[src/rtl/fp_op_sequencer.sv]
// -----------------------------------------------------------------------------
// fp_op_sequencer
//   Initiator-side controller for a fixed-latency floating-point mul/div unit.
//   It accepts one operand request at a time and drives the operands, op select
//   and enable into the FP unit. It holds them stable for LATENCY enabled edges,
//   captures the result and exception flags, and then presents them on a
//   valid/ready response port. It also keeps sticky exception flags and a
//   count of completed response handshakes.
//
// Ports
//   clk, arst             clock (rising edge), synchronous active-high reset
//   req_valid/req_ready   request handshake; req_a, req_b operands, req_op 1=mul 0=div
//   rsp_valid/rsp_ready   response handshake; rsp_r result, rsp_flags {io,dz,of,uf,i}
//   sticky_flags          OR of captured flags since the last sticky_clr
//   sticky_clr            clear sticky_flags (a coincident capture still sets its flags)
//   op_count              completed response handshakes, wraps at 2^CNT_W
//   busy                  sequencer is not idle
//   fpu_a, fpu_b, fpu_sel, fpu_en   drive into the FP unit
//   fpu_r, fpu_io..fpu_i  result and flags from the FP unit
// -----------------------------------------------------------------------------
module fp_op_sequencer #(
   parameter int unsigned LATENCY = 4,
   parameter int unsigned CNT_W   = 16
) (
   input  logic             clk,
   input  logic             arst,
   input  logic             req_valid,
   output logic             req_ready,
   input  logic [31:0]      req_a,
   input  logic [31:0]      req_b,
   input  logic             req_op,
   output logic             rsp_valid,
   input  logic             rsp_ready,
   output logic [31:0]      rsp_r,
   output logic [4:0]       rsp_flags,
   output logic [4:0]       sticky_flags,
   input  logic             sticky_clr,
   output logic [CNT_W-1:0] op_count,
   output logic             busy,
   output logic [31:0]      fpu_a,
   output logic [31:0]      fpu_b,
   output logic             fpu_sel,
   output logic             fpu_en,
   input  logic [31:0]      fpu_r,
   input  logic             fpu_io,
   input  logic             fpu_dz,
   input  logic             fpu_of,
   input  logic             fpu_uf,
   input  logic             fpu_i
);

   typedef enum logic [1:0] {
      S_IDLE   = 2'd0,
      S_WAIT   = 2'd1,
      S_SAMPLE = 2'd2,
      S_RESP   = 2'd3
   } state_t;

   // LATENCY is at most 15, so a 4-bit counter always reaches LATENCY-1.
   localparam logic [3:0] LAST_CNT = 4'(LATENCY - 1);

   state_t             state_q;
   logic [3:0]         cnt_q;
   logic [31:0]        fpu_a_q;
   logic [31:0]        fpu_b_q;
   logic               fpu_sel_q;
   logic               fpu_en_q;
   logic               rsp_valid_q;
   logic [31:0]        rsp_r_q;
   logic [4:0]         rsp_flags_q;
   logic [4:0]         sticky_q;
   logic [4:0]         sticky_d;
   logic [CNT_W-1:0]   op_count_q;
   logic [4:0]         cap_flags_s;

   assign cap_flags_s = {fpu_io, fpu_dz, fpu_of, fpu_uf, fpu_i};

   // Sticky next state: a clear coincident with capture drops the old flags
   // but keeps the freshly captured ones.
   always_comb begin
      sticky_d = sticky_q;
      if (state_q == S_SAMPLE) begin
         if (sticky_clr) begin
            sticky_d = cap_flags_s;
         end else begin
            sticky_d = sticky_q | cap_flags_s;
         end
      end else if (sticky_clr) begin
         sticky_d = 5'd0;
      end else begin
         sticky_d = sticky_q;
      end
   end

   // Sequencer FSM with all outputs registered.
   always_ff @(posedge clk) begin
      if (arst) begin
         state_q     <= S_IDLE;
         cnt_q       <= 4'd0;
         fpu_a_q     <= 32'd0;
         fpu_b_q     <= 32'd0;
         fpu_sel_q   <= 1'b0;
         fpu_en_q    <= 1'b0;
         rsp_valid_q <= 1'b0;
         rsp_r_q     <= 32'd0;
         rsp_flags_q <= 5'd0;
         sticky_q    <= 5'd0;
         op_count_q  <= '0;
      end else begin
         sticky_q <= sticky_d;
         case (state_q)
            S_IDLE: begin
               if (req_valid) begin
                  fpu_a_q   <= req_a;
                  fpu_b_q   <= req_b;
                  fpu_sel_q <= req_op;
                  fpu_en_q  <= 1'b1;
                  cnt_q     <= 4'd0;
                  state_q   <= S_WAIT;
               end else begin
                  fpu_en_q  <= 1'b0;
               end
            end
            S_WAIT: begin
               cnt_q <= cnt_q + 4'd1;
               // The LATENCY-th enabled edge is the one seen with cnt_q at LAST_CNT.
               if (cnt_q == LAST_CNT) begin
                  fpu_en_q <= 1'b0;
                  state_q  <= S_SAMPLE;
               end else begin
                  fpu_en_q <= 1'b1;
               end
            end
            S_SAMPLE: begin
               rsp_r_q     <= fpu_r;
               rsp_flags_q <= cap_flags_s;
               rsp_valid_q <= 1'b1;
               state_q     <= S_RESP;
            end
            S_RESP: begin
               if (rsp_ready) begin
                  rsp_valid_q <= 1'b0;
                  op_count_q  <= op_count_q + CNT_W'(1);
                  state_q     <= S_IDLE;
               end else begin
                  rsp_valid_q <= 1'b1;
               end
            end
            default: begin
               state_q  <= S_IDLE;
               fpu_en_q <= 1'b0;
            end
         endcase
      end
   end

   // Acceptance is blocked in any cycle where reset is active.
   assign req_ready    = (state_q == S_IDLE) && !arst;
   assign busy         = (state_q != S_IDLE);
   assign rsp_valid    = rsp_valid_q;
   assign rsp_r        = rsp_r_q;
   assign rsp_flags    = rsp_flags_q;
   assign sticky_flags = sticky_q;
   assign op_count     = op_count_q;
   assign fpu_a        = fpu_a_q;
   assign fpu_b        = fpu_b_q;
   assign fpu_sel      = fpu_sel_q;
   assign fpu_en       = fpu_en_q;

endmodule

[config.mk]
export PLATFORM = sky130hd
export DESIGN_NAME = fp_op_sequencer
export DESIGN_NICKNAME = d
export VERILOG_FILES = /design/src/rtl/fp_op_sequencer.sv
export SDC_FILE = /design/constraint.sdc
export NUM_CORES = 1
export LEC_CHECK = 0
export ABC_CLOCK_PERIOD_IN_PS = 2250
export BUFFER_PORTS_ARGS = -buffer_cell sky130_fd_sc_hd__clkbuf_2
export CAP_MARGIN = 20
export CORE_MARGIN = 5
export CORE_UTILIZATION = 48
export CTS_BUF_LIST = sky130_fd_sc_hd__clkbuf_2 sky130_fd_sc_hd__clkbuf_4 sky130_fd_sc_hd__clkbuf_8
export CTS_CLUSTER_DIAMETER = 100
export DETAILED_ROUTE_END_ITERATION = 8
export PLACE_DENSITY = 0.92
export SLEW_MARGIN = 40
export SYNTH_ARGS = -nofsm -noshare
export SYNTH_HDL_FRONTEND = slang
export SYNTH_SLANG_ARGS = --single-unit
[constraint.sdc]
create_clock -name clk -period 2.25 [get_ports clk]
set_input_delay 0.1125 -clock clk [delete_from_list [all_inputs] [get_ports clk]]
set_output_delay 0.1125 -clock clk [all_outputs]
set_load 0.005 [all_outputs]
==> results of run 1 <==
-- metal layers --
metal | up-vias | track usage
met4 | 0 | 0.163
met1 | 2428 | 0.285
met5 | - | 0
li1 | 2492 | -
met3 | 74 | 0.0826
met2 | 277 | 0.479
-- synthesized netlist by cell type --
| cell | instances | area, um2 |
|---|---|---|
| or2_2 | 1 | 6.26 |
| nor2b_1 | 5 | 31.3 |
| nor4_1 | 3 | 18.8 |
| nor2_1 | 54 | 203 |
| nand4_1 | 3 | 18.8 |
| or3b_1 | 1 | 8.76 |
| a32oi_1 | 1 | 8.76 |
| xor2_1 | 1 | 8.76 |
| or3_1 | 1 | 6.26 |
| a211oi_1 | 2 | 15.0 |
| nor3_1 | 5 | 25.0 |
| nor3b_1 | 1 | 7.51 |
| nand2_1 | 145 | 544 |
| and2_0 | 1 | 6.26 |
| a221oi_1 | 1 | 8.76 |
| mux2_2 | 1 | 11.3 |
| mux2_1 | 2 | 22.5 |
| inv_1 | 8 | 30.0 |
| and2_2 | 1 | 7.51 |
| a21oi_1 | 84 | 420 |
| nand3_1 | 5 | 25.0 |
| nand3_4 | 1 | 17.5 |
| a31o_2 | 1 | 8.76 |
| dfxtp_1 | 131 | 2620 |
| nor4_4 | 1 | 21.3 |
| buf_2 | 3 | 15.0 |
| buf_1 | 8 | 30.0 |
| nor4_2 | 1 | 12.5 |
| mux2i_1 | 33 | 330 |
| nand4_2 | 1 | 12.5 |
| nand2b_1 | 12 | 75.1 |
| nand3b_1 | 1 | 7.51 |
| o21ai_0 | 3 | 15.0 |
| ha_1 | 6 | 75.1 |
| clkbuf_1 | 23 | 86.3 |
| xnor2_1 | 9 | 78.8 |
-- power groups by stage --
stage,sequential (uW),combinational [uW],clock [uW]
floorplan,3040,1150,0
global placement,3000,1980,0
detailed placement,3020,2030,0
CTS,2980,2190,2080
global route,3050,2490,2180
finish,3010,2270,2050
-- stage by stage --
stage	total power, uW	utilization	setup slack, ps	hold WS, ps	cells
finish	7330	0.776	334	164	1037
global route	7720	0.776	181	169	1037
CTS	7240	0.775	336	140	1034
detailed placement	5050	0.625	346	342	897
global placement	4980	0.625	417	335	897
floorplan	4190	-	515	216	560
-- worst min-delay path, stage by stage --
cell      delay (ps)
clkbuf_2         120
nand2b_1         130
a32oi_1          100
nor2_1            70
-- cell families (layout without fill, tap and decap cells) --
family                   after synthesis  after routing  synth area share
AO/OA/AOI/OAI                         92             92            0.0984
other                                  0              3                 0
AND/OR/NAND/NOR                      243            243             0.218
flip-flops                           131            131             0.542
XOR/XNOR                              10             10            0.0181
multiplexers                          36             36            0.0752
buffers and inverters                 42            383            0.0333
adder cells (fa/ha/maj)                6              6            0.0155
-- path summary, 6_finish.rpt --
kind	startpoint	to	cells past startpoint	slack (ps)
worst max-delay path	state_q[1]	op_count[14]	5	330
worst min-delay path	req_valid	cnt_q[1]	4	160
worst max register to register	state_q[1]	op_count[14]	5	330
worst min register to register	fpu_a[10]	fpu_a[10]	2	460
-- final cells by class --
class | count | share of cell area
clock buffers | 21 | 0.0363
multi-input cells | 387 | 0.271
clock inverters | 10 | 0.0174
inverters | 8 | 0.00394
diodes | 3 | 0.000986
repair buffers | 344 | 0.304
flip-flops and latches | 131 | 0.344
well taps | 133 | 0.0218
-- state kept, by name, summed over array words and instances, names as in the netlist --
| name | count |
|---|---|
| fpu_a | 32 |
| fpu_b | 32 |
| rsp_r | 32 |
| op_count | 16 |
| rsp_flags | 5 |
| sticky_flags | 5 |
| cnt_q | 4 |
| state_q | 2 |
| fpu_en | 1 |
| fpu_sel | 1 |
| rsp_valid | 1 |
-- timing repair --
action                                  4_1_cts  5_1_grt
hold buffers                                106        0
resized for setup                             0        0
endpoints found under the setup margin        0        0
hold endpoints to repair                    108        0
==> run metrics, run 1 <==
met2 routed WL 8.77 mm; number of global-route vias before repair 5441; RSZ-0062 raised after global routing no; critical path arrival 2220 ps; Comb pwr share 0.310; mean area per synthesized cell 8.65 um2; area grow syn2layout 57.3%; Worst path top cell family by delay simple AND/OR/NAND/NOR gates; max-capacitance violation count 0; Netlist Area Pre-Place 4840 um2; Sw Ratio 0.329; post-synthesis register bit count 131; Worst-path clk slew 80 ps; Leakage 0.00341 uW; clk root buf clkbuf_8; die width 110 um; fin crit share 0.852; crit path kind reg2reg; crit start category register; Design Area, Final 7620 um2; switching power 2410 uW; initial core utilization 0.493; leading cell types in the layout, fill and taps excluded 232 x clkbuf_2, 144 x nand2_1, 131 x dfxtp_1; core area 9820 um2; CP bufs+invs 0; first-pass iteration count of the detailed router 5; via count 5271; most common cell after layout, fill and taps aside clkbuf_2; Seq. cell area 2620 um2; worst slew pin tran 585 ps; IO Pins 234; crit-path cells ha_1 > nand3_4 > nor4_4 > nor2b_1 > mux2_2; clock skew 11.6 ps; Final Net Count 1002; die height 110 um; remaining antenna violation count 0; share of cells above drive strength 1 0.311; share of the yosys chip area belonging to registers 0.542; maximum clock path buffer count 2; outcome completed; WL met1 6.15 mm; Slew HR 0.610; Total Routing Usage GR 0.273; # setup viols final 0; sequential power share 0.410; Clk pwr share 0.280; detailed-route wire length per cell 16.4 um; VDD IR max 0.540 mV; Worst path max stage delay 390 ps; DR iter-0 viols 399; post-layout min period 1920 ps; Post CTS Setup Buffer Count 0; Multi-input gate area 2060 um2; power per cell area 963 nW/um2; GR Overflow Total 0; GPL Wtd Cong 0.843; insertion delay to the later sink of the worst-skew pair 420 ps; Post-Syn Nets 673; Max Used Layer met4; DR vias/cell 5.08; Distinct cells, synth 36; element type at the critical path end register; setup TNS 0 ps; first-pass GRT wire length 27.3 mm; Placement Cell Area 6140 um2; max-slew violation count 0; H-tree lvl count 4; number of CTS-inserted buffers 17; CTS tree yes; required time of the critical path 2550 ps; initial antenna violation count 3; Internal Power 4920 uW; met3 routed WL 1.23 mm; Post-Synthesis Cells 560; num rows 36; Peak Freq 522 MHz; fillers 580; DRC violations left 0; final wirelength 17.0 mm; crit path max fanout 7; Clock Sinks 131; placed wire-length estimate 9.16 mm; largest net degree at the start of global routing 66; endpoints failing hold 0; Die ar. 12200 um2; Port Buffer Count 233; worst min path class in2reg; slowest CP cell dfxtp_1; Synth Warn # 0
Note: power is estimated with default switching activity, not from simulation.
==> run 2, diff against run 1 <==
--- a/config.mk
+++ b/config.mk
@@ -15,3 +15,3 @@
 export DETAILED_ROUTE_END_ITERATION = 8
-export PLACE_DENSITY = 0.92
+export PLACE_DENSITY = 0.88
 export SLEW_MARGIN = 40
--- a/constraint.sdc
+++ b/constraint.sdc
@@ -3,2 +3,2 @@
 set_output_delay 0.1125 -clock clk [all_outputs]
-set_load 0.005 [all_outputs]
+set_load 0.1 [all_outputs]
==> run metrics, run 2 (synthesis results as in run 1) <==
outcome completed; clk root buf clkbuf_8; IO Pins 234 (unchanged); PnR worst setup slack 250 ps (-84.1 ps); placed wire-length estimate 9.19 mm (+0.27%); detailed-route wire length per cell 15.7 um (-4.5%); most common cell after layout, fill and taps aside clkbuf_2; worst min path class in2reg; r2r endpoint op_count[14]; maximum clock path buffer count 2 (unchanged); setup TNS 0 ps (unchanged); crit start category register; DR iter-0 viols 287 (-28%); GR Overflow Total 0 (unchanged); via count 5217 (-1.0%); VDD IR max 1.24 mV (+130%); share of cells above drive strength 1 0.322 (+0.0115); Slew HR 0.577 (-0.0327); RSZ-0062 raised after global routing no; max-slew violation count 0 (unchanged); required time of the critical path 2540 ps (about the same); initial core utilization 0.493 (unchanged); element type at the critical path end register; largest net degree at the start of global routing 61 (-7.6%); worst slew pin tran 634 ps (+49.0 ps); max-capacitance violation count 0 (unchanged); endpoints failing hold 0 (unchanged); first-pass iteration count of the detailed router 5 (unchanged); fillers 646 (+11%); hold path cells 3 (-1); Peak Freq 500 MHz (-4.2%); first-pass GRT wire length 26.5 mm (-2.9%); Die ar. 12200 um2 (unchanged); CTS tree yes; GPL Wtd Cong 0.827 (-1.9%); Port Buffer Count 233 (unchanged); Hold Startpoint sticky_clr; die height 110 um (unchanged); initial antenna violation count 1 (-2); Reg2Reg Depth 5 (unchanged); critical path arrival 2290 ps (+70 ps); Total Routing Usage GR 0.263 (-0.0101); R2R Path Start state_q[1]; Worst path top cell family by delay simple AND/OR/NAND/NOR gates; Post CTS Setup Buffer Count 0 (unchanged); Worst path max stage delay 410 ps (+20 ps); DR vias/cell 5.05 (-0.74%); H-tree lvl count 4 (unchanged); Worst Hold Endpoint sticky_flags[3]; crit-path cells ha_1 > nand3_4 > nor4_4 > nor2b_1 > mux2_2; Placement Cell Area 6150 um2 (+0.20%); remaining antenna violation count 0 (unchanged); number of CTS-inserted buffers 17 (unchanged); DRC violations left 0 (unchanged); core area 9820 um2 (unchanged); number of global-route vias before repair 5391 (-0.92%); fin crit share 0.889 (+0.0374); num rows 36 (unchanged); die width 110 um (unchanged); # setup viols final 0 (unchanged); Worst-path clk slew 80 ps (about the same); final wirelength 16.2 mm (-4.8%); r2r setup slk 250 ps (-80 ps); area grow syn2layout 57.2% (about the same); Clock Sinks 131 (unchanged); Multi-input gate area 2080 um2 (+0.61%); Setup WS pre-CTS 312 ps (-34.7 ps); Leakage 0.00340 uW (-0.29%); CP bufs+invs 0 (unchanged); crit path kind reg2reg; slowest CP cell dfxtp_1; Final Net Count 1000 (-0.20%); post-layout min period 2000 ps (+84.1 ps); insertion delay to the later sink of the worst-skew pair 420 ps (about the same); power per cell area 1350 nW/um2 (+40%); crit path max fanout 7 (unchanged); Design Area, Final 7610 um2 (about the same); leading cell types in the layout, fill and taps excluded 232 x clkbuf_2, 144 x nand2_1, 123 x dfxtp_1; clock skew 17.1 ps (+5.57 ps); Seq. cell area 2630 um2 (+0.38%)
==> run 2: final cells by class <==
cell class | count | area share
Clock buffer | 19 | 0.0335
Antenna cell | 1 | 0.000329
Tap cell | 133 | 0.0219
Clock inverter | 13 | 0.0196
Inverter | 8 | 0.00395
Multi-Input combinational cell | 387 | 0.273
Sequential cell | 131 | 0.346
Timing Repair Buffer | 342 | 0.302
==> run 2: worst max path at each step <==
stage	from	endpoint	depth (start not counted)
after floorplan	op_count[8]	op_count[13]	4
after global placement	state_q[1]	op_count[14]	5
after detailed placement	state_q[1]	op_count[14]	5
after CTS	state_q[0]	sticky_flags[1]	6
after global routing	state_q[0]	req_ready	5
final	state_q[1]	op_count[14]	5
==> run 2: repair_timing <==
item | in CTS | in global routing
endpoints found under the setup margin | 0 | 1
resized for setup | 0 | 1
hold endpoints to repair | 107 | 0
hold buffers | 104 | 0
==> run 2: layer usage <==
metal,share of wire,vias up,global-route usage
met5,0,-,0
met2,0.50,275,0.453
met1,0.36,2367,0.272
li1,-,2494,-
met3,0.083,81,0.100
met4,0.056,0,0.151
==> run 2: per-stage QoR <==
step	util	power (uW)	instances	hold WS, ps
floorplan	-	7160	560	216
global placement	0.627	7950	897	336
detailed placement	0.627	8020	897	340
CTS	0.774	10200	1033	4.11
global route	0.775	10700	1034	37.2
finish	0.775	10200	1034	48.9
==> run 2: power breakdown <==
| part | total (uW) | switching, uW | internal (uW) |
|---|---|---|---|
| registers | 3000 | 252 | 2740 |
| logic | 5250 | 4230 | 1010 |
| clock network | 2000 | 952 | 1040 |
==> run 2: tightest hold or removal path, cell delays in order <==
cell,delay (ps)
clkbuf_2,120
nand2b_1,110
a21oi_1,60
==> run 3, diff against run 2 <==
REMOVE_ABC_BUFFERS = 1   (was default)
==> run metrics, run 3 (synthesis results as in run 1) <==
outcome completed; die height 110 um (unchanged); number of global-route vias before repair 5605 (+4.0%); final wirelength 16.9 mm (+4.1%); insertion delay to the later sink of the worst-skew pair 430 ps (about the same); Slew HR 0.619 (+0.0416); DRC violations left 0 (unchanged); maximum clock path buffer count 2 (unchanged); crit start category register; final cell count without fillers 1035 (+0.097%); DR vias/cell 5.11 (+1.2%); num rows 36 (unchanged); share of cells above drive strength 1 0.312 (-0.0103); worst min path class in2reg; worst slew pin tran 575 ps (-59.9 ps); first-pass iteration count of the detailed router 5 (unchanged); IO Pins 234 (unchanged); # setup viols final 0 (unchanged); fillers 603 (-6.7%); max-slew violation count 0 (unchanged); max-capacitance violation count 0 (unchanged); Total Routing Usage GR 0.277 (+0.0139); first-pass GRT wire length 27.6 mm (+4.2%); element type at the critical path end output port; clock skew 8.00 ps (-9.14 ps); most common cell after layout, fill and taps aside clkbuf_2; clk root buf clkbuf_8; RSZ-0062 raised after global routing no; GPL Wtd Cong 0.843 (+2.0%); CTS tree yes; Leakage 0.00341 uW (+0.23%); placed wire-length estimate 8.95 mm (-2.6%); cells resized by post-CTS repair 0 (unchanged); VDD IR max 0.923 mV (-26%); Post CTS Setup Buffer Count 0 (unchanged); largest net degree at the start of global routing 67 (+9.8%); Final Net Count 1002 (+0.20%); leading cell types in the layout, fill and taps excluded 232 x clkbuf_2, 144 x nand2_1, 131 x dfxtp_1; hold path cells 2 (-1); Port Buffer Count 233 (unchanged); DR iter-0 viols 429 (+49%); Clock Sinks 131 (unchanged); Inst Count DP 898 (+0.11%); overall power 10100 uW (-0.98%); Worst-path clk slew 70 ps (about the same); fin crit share 0.861 (-0.0280); GR Overflow Total 0 (unchanged); initial antenna violation count 0 (-1); required time of the critical path 2140 ps (-400 ps); H-tree lvl count 4 (unchanged); die width 110 um (unchanged); via count 5287 (+1.3%); area grow syn2layout 56.5%; Reg2Reg Depth 5 (unchanged); crit path max fanout 6 (-1); power per cell area 1340 nW/um2 (-0.56%); post-layout min period 1940 ps (-63.0 ps); crit path kind reg2out; core area 9820 um2 (unchanged); initial core utilization 0.493 (unchanged); Peak Freq 516 MHz (+3.3%); remaining antenna violation count 0 (unchanged); Hold Buf Count CTS 105 (+0.96%); endpoints failing hold 0 (unchanged); Die ar. 12200 um2 (unchanged); critical path arrival 1820 ps (-470 ps); detailed-route wire length per cell 16.3 um (+4.0%); number of CTS-inserted buffers 17 (unchanged)
run 3: worst max-delay path, stage by stage (launching register included):
cell      delay, ps
dfxtp_1         340
inv_1           100
ha_1            260
inv_1           120
nor2_1          120
clkbuf_2        470
run 3: routing by layer:
layer  GRT usage  wire length [um]
met1       0.288              6160
met2       0.473              8390
met3       0.103              1470
met4       0.166               839
met5           0                 0
run 3: final cells by class:
class                   count  area, um2  share of cell area
diodes                      1       2.50            0.000330
repair buffers            344       2310               0.305
well taps                 133        166              0.0220
clock inverters             5       50.0             0.00661
inverters                   8       30.0             0.00396
clock buffers              26        327              0.0431
multi-input cells         387       2060               0.272
flip-flops and latches    131       2620               0.346
run 3: worst paths after layout:
path                                  from      endpoint  slack (ps)
worst max-delay path            state_q[0]     req_ready         310
worst min-delay path                  arst     rsp_r[23]         110
worst max register to register  state_q[1]  op_count[13]         350
worst min register to register   fpu_b[17]     fpu_b[17]         450
run 3: metrics by stage:
stage	cell area [um2]	setup WS (ps)	TNS (ps)	hold slack (ps)	util
after floorplan	4710	-635	-26070	182	-
after global placement	6150	413	0	337	0.626
after detailed placement	6150	369	0	340	0.626
after CTS	7570	288	0	93.7	0.771
after global routing	7570	169	0	138	0.771
final	7580	313	0	110	0.772
run 3: power by group:
group / switching [uW] / internal [uW]
clock network: 844 / 1040
logic: 4240 / 1010
registers: 261 / 2750
